$ cat src/rtl/flip_board_seq.sv
// Full-board flip mask sequencer: issues row, column, diagonal and anti-diagonal
// lines to a shared flip8 unit and scatters the returned line flips onto the board.
module flip_board_seq #(
   parameter int FLIP8_LAT = 1
) (
   input  logic        clock,
   input  logic        reset,
   input  logic        req_valid,
   output logic        req_ready,
   input  logic [63:0] player,
   input  logic [63:0] opponent,
   input  logic [5:0]  pos,
   output logic [7:0]  f8_player,
   output logic [7:0]  f8_opponent,
   output logic [2:0]  f8_pos,
   input  logic [7:0]  f8_flip,
   output logic        res_valid,
   input  logic        res_ready,
   output logic [63:0] flip,
   output logic [6:0]  flip_count
);

   typedef enum logic [1:0] {IDLE, ISSUE, DRAIN, DONE} state_t;

   state_t      state_reg, state_next;
   logic [63:0] player_reg, opponent_reg, acc_reg, flip_reg, scatter;
   logic [5:0]  pos_reg;
   logic [1:0]  line_reg;
   logic        res_valid_reg;
   logic [6:0]  count_reg;
   logic        accept, issuing, occupied;
   logic        ret_valid;
   logic [1:0]  ret_line;
   logic [6:0]  issue_map [8];
   logic [6:0]  ret_map [8];

   // Maps lane i of line ln through the move square to {on_board, row, col}.
   function automatic logic [6:0] lane_map(input logic [1:0] ln, input logic [5:0] p, input int i);
      int r, c, rr, cc;
      r  = int'(p[5:3]);
      c  = int'(p[2:0]);
      rr = i;
      cc = i;
      case (ln)
         2'd0:    begin rr = r; cc = i;         end
         2'd1:    begin rr = i; cc = c;         end
         2'd2:    begin rr = i; cc = i - r + c; end
         default: begin rr = i; cc = r + c - i; end
      endcase
      lane_map = {(cc >= 0) && (cc < 8), rr[2:0], cc[2:0]};
   endfunction

   function automatic logic [6:0] popcount(input logic [63:0] v);
      logic [6:0] n;
      n = '0;
      for (int i = 0; i < 64; i++) n = n + 7'(v[i]);
      return n;
   endfunction

   assign req_ready  = (state_reg == IDLE);
   assign accept     = req_valid && req_ready;
   assign issuing    = (state_reg == ISSUE);
   assign occupied   = player_reg[pos_reg] | opponent_reg[pos_reg];
   assign res_valid  = res_valid_reg;
   assign flip       = flip_reg;
   assign flip_count = count_reg;
   assign f8_pos     = !issuing ? 3'd0 : ((line_reg == 2'd0) ? pos_reg[2:0] : pos_reg[5:3]);

   generate
      for (genvar gi = 0; gi < 8; gi++) begin : g_lane
         assign issue_map[gi]   = lane_map(line_reg, pos_reg, gi);
         assign ret_map[gi]     = lane_map(ret_line, pos_reg, gi);
         assign f8_player[gi]   = issuing && issue_map[gi][6] && player_reg[issue_map[gi][5:0]];
         assign f8_opponent[gi] = issuing && issue_map[gi][6] && opponent_reg[issue_map[gi][5:0]];
      end
   endgenerate

   // Tag pipe: tells which line each f8_flip return belongs to.
   generate
      if (FLIP8_LAT == 0) begin : g_lat0
         assign ret_valid = issuing;
         assign ret_line  = line_reg;
      end else begin : g_pipe
         logic       tv_reg [FLIP8_LAT];
         logic [1:0] tl_reg [FLIP8_LAT];
         always_ff @(posedge clock) begin
            if (reset) tv_reg[0] <= 1'b0;
            else       tv_reg[0] <= issuing;
            tl_reg[0] <= line_reg;
         end
         for (genvar gi = 1; gi < FLIP8_LAT; gi++) begin : g_stage
            always_ff @(posedge clock) begin
               if (reset) tv_reg[gi] <= 1'b0;
               else       tv_reg[gi] <= tv_reg[gi-1];
               tl_reg[gi] <= tl_reg[gi-1];
            end
         end
         assign ret_valid = tv_reg[FLIP8_LAT-1];
         assign ret_line  = tl_reg[FLIP8_LAT-1];
      end
   endgenerate

   // Off-board lanes are dropped here even if the flip8 unit reports bits for them.
   always_comb begin
      scatter = '0;
      for (int i = 0; i < 8; i++)
         if (ret_map[i][6] && f8_flip[i]) scatter[ret_map[i][5:0]] = 1'b1;
   end

   always_comb begin
      state_next = state_reg;
      case (state_reg)
         IDLE:  if (accept) state_next = ISSUE;
         ISSUE: if (line_reg == 2'd3) state_next = (FLIP8_LAT == 0) ? DONE : DRAIN;
         DRAIN: if (ret_valid && ret_line == 2'd3) state_next = DONE;
         DONE:  if (res_valid_reg && res_ready) state_next = IDLE;
         default: state_next = IDLE;
      endcase
   end

   always_ff @(posedge clock) begin
      if (reset) state_reg <= IDLE;
      else       state_reg <= state_next;
   end

   always_ff @(posedge clock) begin
      if (reset) begin
         player_reg    <= '0;
         opponent_reg  <= '0;
         pos_reg       <= '0;
         line_reg      <= '0;
         acc_reg       <= '0;
         res_valid_reg <= 1'b0;
         flip_reg      <= '0;
         count_reg     <= '0;
      end else begin
         if (accept) begin
            player_reg   <= player;
            opponent_reg <= opponent;
            pos_reg      <= pos;
            line_reg     <= '0;
            acc_reg      <= '0;
         end else if (ret_valid) begin
            acc_reg <= acc_reg | scatter;
         end
         if (issuing) line_reg <= line_reg + 2'd1;
         // First DONE cycle registers the result; an occupied square yields no flips.
         if (state_reg == DONE && !res_valid_reg) begin
            res_valid_reg <= 1'b1;
            flip_reg      <= occupied ? '0 : acc_reg;
            count_reg     <= occupied ? '0 : popcount(acc_reg);
         end else if (res_valid_reg && res_ready) begin
            res_valid_reg <= 1'b0;
         end
      end
   end

endmodule
$ cat config.mk
export PLATFORM = sky130hd
export DESIGN_NAME = flip_board_seq
export DESIGN_NICKNAME = d
export VERILOG_FILES = /design/src/rtl/flip_board_seq.sv
export SDC_FILE = /design/constraint.sdc
export NUM_CORES = 1
export LEC_CHECK = 0
export CAP_MARGIN = 20
export CORE_MARGIN = 3
export CORE_UTILIZATION = 40
export CTS_BUF_LIST = sky130_fd_sc_hd__clkbuf_2 sky130_fd_sc_hd__clkbuf_4 sky130_fd_sc_hd__clkbuf_8
export CTS_CLUSTER_DIAMETER = 30
export DETAILED_ROUTE_END_ITERATION = 16
export HOLD_SLACK_MARGIN = 0.1
export PLACE_DENSITY_LB_ADDON = 0.25
export SLEW_MARGIN = 10
export SYNTH_ARGS = -nofsm -noshare
export SYNTH_HDL_FRONTEND = slang
export SYNTH_SLANG_ARGS = --single-unit
$ cat constraint.sdc
create_clock -name clock -period 7.87 [get_ports clock]
set_input_delay 1.574 -clock clock [delete_from_list [all_inputs] [get_ports clock]]
set_output_delay 1.574 -clock clock [all_outputs]
set_load 0.05 [all_outputs]
Yosys cells after proc, flatten, opt, wreduce, memory -nomap -nowiden

Memory sizes are Yosys's and may differ from the RTL's.
Cells that the tools add are included.

$add $sub $neg: 88
Shift-type cells: 0
Multiply operators: 0
Bitwise operators: 9
Eq/ne operators: 13
Mux-type cells: 110
Reductions and logical operators: 69
Magnitude comparators: 57
Divide/modulo/power cells: 0

Operator list:

| cell                                                  | count |
|---|---|
| case mux 32 bit (3 select lines)                      | 16 |
| 2-to-1 mux 64 bit                                     | 9 |
| >= comparator 32 x 1 -> 1 bit (second input constant) | 16 |
| < comparator 32 x 5 -> 1 bit (second input constant)  | 16 |
| bitwise OR 64 bit                                     | 8 |
| adder 7 x 1 -> 7 bit                                  | 57 |
| < comparator 6 x 7 -> 1 bit (second input constant)   | 17 |
| binary-select mux 1 bit (select 6 bit)                | 18 |
| subtractor 32 x 4 -> 32 bit (second input constant)   | 3 |
| subtractor 32 x 3 -> 32 bit (second input constant)   | 2 |
| logical AND 1 bit                                     | 60 |
| 2-to-1 mux 3 bit                                      | 18 |
| demux 1 bit (select 6 bit)                            | 8 |
| >= comparator 6 x 1 -> 1 bit (second input constant)  | 8 |
| adder 4 x 4 -> 5 bit                                  | 8 |
| 2-to-1 mux 1 bit                                      | 33 |
| subtractor 32 x 2 -> 32 bit (second input constant)   | 1 |
| subtractor 3 x 3 -> 4 bit (first input constant)      | 4 |
| == test 2 bit (second input constant)                 | 6 |
| 2-to-1 mux 2 bit                                      | 6 |
| case mux 2 bit (4 select lines)                       | 1 |
| subtractor 1 x 3 -> 4 bit (first input constant)      | 2 |
| subtractor 2 x 3 -> 4 bit (first input constant)      | 2 |
| adder 6 x 1 -> 7 bit                                  | 1 |
| other kinds (19)                                      | 26 |

RAM bits: 3
Bits in latches: 0
Memories: 2
Logic and storage cells: 357
Register bits: 274
ROM bits: 0
Output and inout port bits: 92

Memories:

| memory        | words | bits a word | rd ports | clocked after Yosys merged registers in | write ports | RTL line | RTL |
|---|---|---|---|---|---|---|---|
| g_pipe.tl_reg | 1     | 2           | 1        | 0                                       | 1           | 85       | `logic [1:0] tl_reg [FLIP8_LAT];` |
| g_pipe.tv_reg | 1     | 1           | 1        | 0                                       | 1           | 84       | `logic tv_reg [FLIP8_LAT];` |

Longest topological paths before layout

Depth after elaboration: 64
Mapped depth: 22
Depth with buffers taken out: 22

Worst setup path before layout

No wires, ideal clock.

Path type: register to output
From: reg pos_reg[1]
To: out f8_player[7]
Setup slack: 1.552 ns
Cell stages (with the launch flop): 16
Arrival time: 4.744 ns
Buffers on the path: 4
Cell sequence: dfxtp_1 -> buf_2 -> buf_2 -> inv_1 -> fa_1 -> inv_1 -> ha_1 -> xor3_1 -> and2_1 -> a211oi_1 -> buf_2 -> clkbuf_1 -> o221ai_1 -> o21ai_0 -> nand2_1 -> o21ai_0

Word-level cells in the longest chain between the ends: 7
Elaborated cells between the ends (all ways): 11
Classes of those cells: 3 x add/sub; 2 x order compare; 3 x mux; 3 x reduce/logical

RTL lines:

| what                                                                          | RTL line | RTL |
|---|---|---|
| from (decl)                                                                   | 27       | `logic [5:0] pos_reg;` |
| from (signal assigned)                                                        | 140      | `pos_reg <= pos;` |
| adder 3 x 3 -> 4 bit                                                          | 48       | `default: begin rr = i; cc = r + c - i; end` |
| subtractor 4 x 3 -> 5 bit                                                     | 48       |  |
| case mux 32 bit (3 select lines) *                                            | 44       | `case (ln)` |
| >= comparator 32 x 1 -> 1 bit or < comparator 32 x 5 -> 1 bit (tied branches) | 50       | `lane_map = {(cc >= 0) && (cc < 8), rr[2:0], cc[2:0]};` |
| logical AND 1 bit                                                             | 50       |  |
| logical AND 1 bit                                                             | 73       | `assign f8_player[gi] = issuing && issue_map[gi][6] && player_reg[issue_map[gi][5:0]];` |
| logical AND 1 bit *                                                           | 73       |  |
| to (decl)                                                                     | 13       | `output logic [7:0] f8_player,` |

Every way passes the cells marked *; elsewhere a longest branch is shown, timed or not. The select of a mux whose other input is x is not followed.

Final worst setup path

From: reg pos_reg[2]
To: out f8_opponent[6]

Word-level cells in the longest chain between the ends: 7
Elaborated cells between the ends (all ways): 11
Classes of those cells: 3 x add/sub; 2 x order compare; 3 x mux; 3 x reduce/logical

RTL lines:

| what                                                                          | RTL line | RTL |
|---|---|---|
| adder 3 x 3 -> 4 bit                                                          | 48       |  |
| subtractor 32 x 4 -> 32 bit                                                   | 48       |  |
| case mux 32 bit (3 select lines) *                                            | 44       |  |
| >= comparator 32 x 1 -> 1 bit or < comparator 32 x 5 -> 1 bit (tied branches) | 50       |  |
| logical AND 1 bit                                                             | 50       |  |
| logical AND 1 bit                                                             | 74       | `assign f8_opponent[gi] = issuing && issue_map[gi][6] && opponent_reg[issue_map[gi][5:0]];` |
| logical AND 1 bit *                                                           | 74       |  |
| to (decl)                                                                     | 14       | `output logic [7:0] f8_opponent,` |

Marks and branches as above.

==> impl_metrics.py <==
metrics = {
    "global_routing": {
        "grt_pass1_vias": 22084,
        "antenna_found_initial": 1,
        "grt_usage_pct": 31.5,
        "grt_overflow": 0,
        "grt_pass1_wl_um": 137000,
        "grt_max_degree": 98,
    },
    "flow_run": {
        "cap_violations": 0,
    },
    "synth": {
        "synth_flop_cell": "dfxtp_1",
        "syn_avg_cell_area_um2": 7.68,
        "synth_top_area_share_pct": 25.9,
        "yosys-top-cells-count": "nand2_1 (579), dfxtp_1 (277), a21oi_1 (269), mux2i_1 (190), nor2_1 (156)",
        "synth_top_area_cell": "dfxtp_1",
        "synthDistinctLibCells": 87,
        "synth_edf_count": 0,
        "yosysMostFrequentCell": "nand2_1",
        "synth_fp_nets": 3053,
        "syn_inst": 2790,
        "ys_seq_area_share_pct": 25.9,
        "synthArstFlopShare_pct": 0,
        "synth-seq-cells": 277,
        "yosys_warnings": 0,
        "synth.cell_area_um2": 21400,
        "synth.area.top_cells": "dfxtp_1 (26%), nand2_1 (10%), mux2i_1 (8.9%)",
    },
    "clocking": {
        "cts_root_buf": "clkbuf_8",
        "clock_latency_ns": 0.69,
        "cts.sinks": 277,
        "clk_pin_slew_worst_paths_ns": 0.05,
        "tritoncts": "done",
        "ctsHoldBuffers": 0,
        "htree_levels": 2,
        "cts_buffers": 57,
        "cts-resized-gates": 0,
        "post_cts_buffers": 0,
        "ctsLongestPathBuffers": 3,
    },
    "timing": {
        "hold_violations": 0,
        "fin_crit_sh_pct": 95.2,
        "fin_skew_ns": 0.0544,
        "setup_viol": 0,
        "drv_slew": 0,
        "slew_headroom_pct": 25.4,
        "setup_tns_ns": 0,
        "fin_crit_ns": 7.50,
        "hold_ws_ns": 0.395,
        "tightest_slew_ns": 1.12,
        "fmax_mhz": 133,
        "rsz0062_at_grt": "no",
    },
    "detailed_routing": {
        "drcViolationCount": 0,
        "first_iter_violations": 2367,
        "drt.antenna.violating_nets": 0,
        "wirelength_um": 91800,
        "dr.pass1.iters": 6,
        "route.vias.total": 22825,
        "wl_per_cell_um": 25.0,
        "vias_per_cell": 6.23,
    },
    "worst_setup_path": {
        "r2r_end": "flip_count[6]$_SDFFE_PP0P_",
        "r2r_setup_slack_ns": 1.72,
        "required_ns": 6.30,
        "crit_fanout": 21,
        "worstSetupPathType": "flip-flop to output port",
        "crit_path_end": "f8_opponent[6]",
        "setup.worst_path.start": "pos_reg[2]$_SDFFE_PP0P_",
        "startpoint_type": "flip-flop",
        "reg2reg_from": "acc_reg[53]$_SDFFE_PP0P_",
        "arrival_ns": 5.92,
        "worst_r2r_path_depth": 22,
        "crit_path_end_kind": "output port",
    },
    "finish": {
        "finalNetCount": 3195,
        "regArea_um2": 5550,
        "area_delta_synth_final_pct": 20.1,
        "finalInstanceArea_um2": 25700,
        "multi_input_area_um2": 14600,
        "nFillCells": 5204,
        "drive_above_1_share_pct": 9.14,
    },
    "die": {
        "dieArea_um2": 56300,
        "num_io_pins": 238,
        "fp.dieH_um": 237,
        "coreArea_um2": 52800,
        "fp-row-count": 84,
        "dieWidth_um": 237,
        "initial_core_util_pct": 40.6,
    },
    "placed_design": {
        "io_buffers": 237,
        "dpl.hpwl_um": 69400,
        "place_congestion": 1.05,
        "placed_area_um2": 24300,
    },
    "status": {
        "status": "complete, no violations",
    },
    "pwr": {
        "ir_drop_uv": 175,
        "total_power_mw": 7.70,
        "leakagePower_nw": 10.1,
        "cellPowerDensity_nw_per_um2": 299,
    },
    "min_path": {
        "hold_class": "flip-flop to flip-flop",
        "whs_path_depth": 0,
    },
}
==> cell usage in the layout, fill, tap and decap left out, types with 11 or more instances in the layout <==
master	synthesis	final
clkbuf_8	0	66
nand2_1	579	577
ha_1	58	57
o21ai_0	85	83
nand4_1	19	19
nand2b_1	18	17
a21oi_1	269	267
mux2i_1	190	190
nor2b_1	24	24
a21o_1	20	20
buf_4	4	55
a22oi_1	19	19
mux4_2	23	23
a32oi_1	12	12
nand3_1	53	53
dfxtp_1	277	276
o22ai_1	34	34
a31oi_1	47	47
a32o_1	11	11
o31ai_1	11	11
and3_1	49	49
clkinv_2	0	13
o211ai_1	19	19
inv_1	120	120
nor3_1	61	61
fa_1	59	59
nor2_1	156	155
and2_1	19	17
a211oi_1	59	58
clkdlybuf4s50_1	0	225
a22o_1	80	80
mux2_2	30	30
==> stage by stage <==
| stage | setup slack, ns | cells | util [%] |
|---|---|---|---|
| finish | 0.374 | 3666 | 48.8 |
| global route | 0.0829 | 3666 | 48.8 |
| CTS | 0.308 | 3665 | 48.7 |
| detailed placement | 1.07 | 3561 | 46.1 |
| global placement | 1.18 | 3561 | 46.1 |
| floorplan | 1.55 | 2790 | - |
==> final cells by class <==
class | count | area share, %
clock buffers | 72 | 3.71
multi-input cells | 2182 | 56.8
inverters | 125 | 1.82
clock inverters | 32 | 1.74
diodes | 1 | 0.00973
well taps | 688 | 3.35
repair buffers | 289 | 11.0
flip-flops and latches | 277 | 21.6
==> worst min path at each step <==
stage	to	slack (ns)	from
after floorplan	g_pipe.tl_reg[0][1]$_DFF_P_	0.37	line_reg[1]$_SDFFE_PP0P_
after global placement	g_pipe.tl_reg[0][1]$_DFF_P_	0.38	line_reg[1]$_SDFFE_PP0P_
after detailed placement	g_pipe.tl_reg[0][1]$_DFF_P_	0.39	line_reg[1]$_SDFFE_PP0P_
after CTS	g_pipe.tl_reg[0][1]$_DFF_P_	0.39	line_reg[1]$_SDFFE_PP0P_
after global routing	g_pipe.tl_reg[0][1]$_DFF_P_	0.40	line_reg[1]$_SDFFE_PP0P_
final	g_pipe.tl_reg[0][1]$_DFF_P_	0.40	line_reg[1]$_SDFFE_PP0P_
==> power breakdown <==
part	switching (mW)	total (mW)	internal, mW
Combinational	2.61	3.99	1.38
Clock	0.713	1.82	1.11
Sequential	0.338	1.89	1.55
Total	3.66	7.70	4.04
==> layer usage <==
metal / wire length, um / track usage (%) / up-vias
li1: - / - / 10279
met1: 37400 / 40.3 / 11038
met2: 41900 / 51.8 / 1209
met3: 7660 / 5.66 / 299
met4: 4880 / 14.7 / 0
met5: 0 / 0 / -
==> cell families (layout without fill, tap and decap cells) <==
group	count (synthesis)	in the layout	synth area share, %
compound gates	779	779	24.1
mux	244	244	13.0
flops	277	277	25.9
fa+ha+maj	117	117	8.90
other cells	0	1	0
xor+xnor	19	19	0.911
buf+inv	331	518	6.31
simple gates	1023	1023	20.9
==> worst max-delay path, cell delays in order, from the launching register on <==
cell and delay, ns:
dfxtp_1 0.30, buf_4 0.29, inv_2 0.30, ha_2 0.56
nor3b_1 0.10, or3_1 0.52, inv_2 0.33, ha_1 0.26
nor2b_1 0.14, o21ai_0 0.11, o21ai_0 0.19, o21a_1 0.14
ha_1 0.33, nand3_1 0.17, a2111oi_0 0.49, a41o_1 0.19
clkdlybuf4s50_1 0.82
Note: power is estimated with default switching activity, not from simulation.
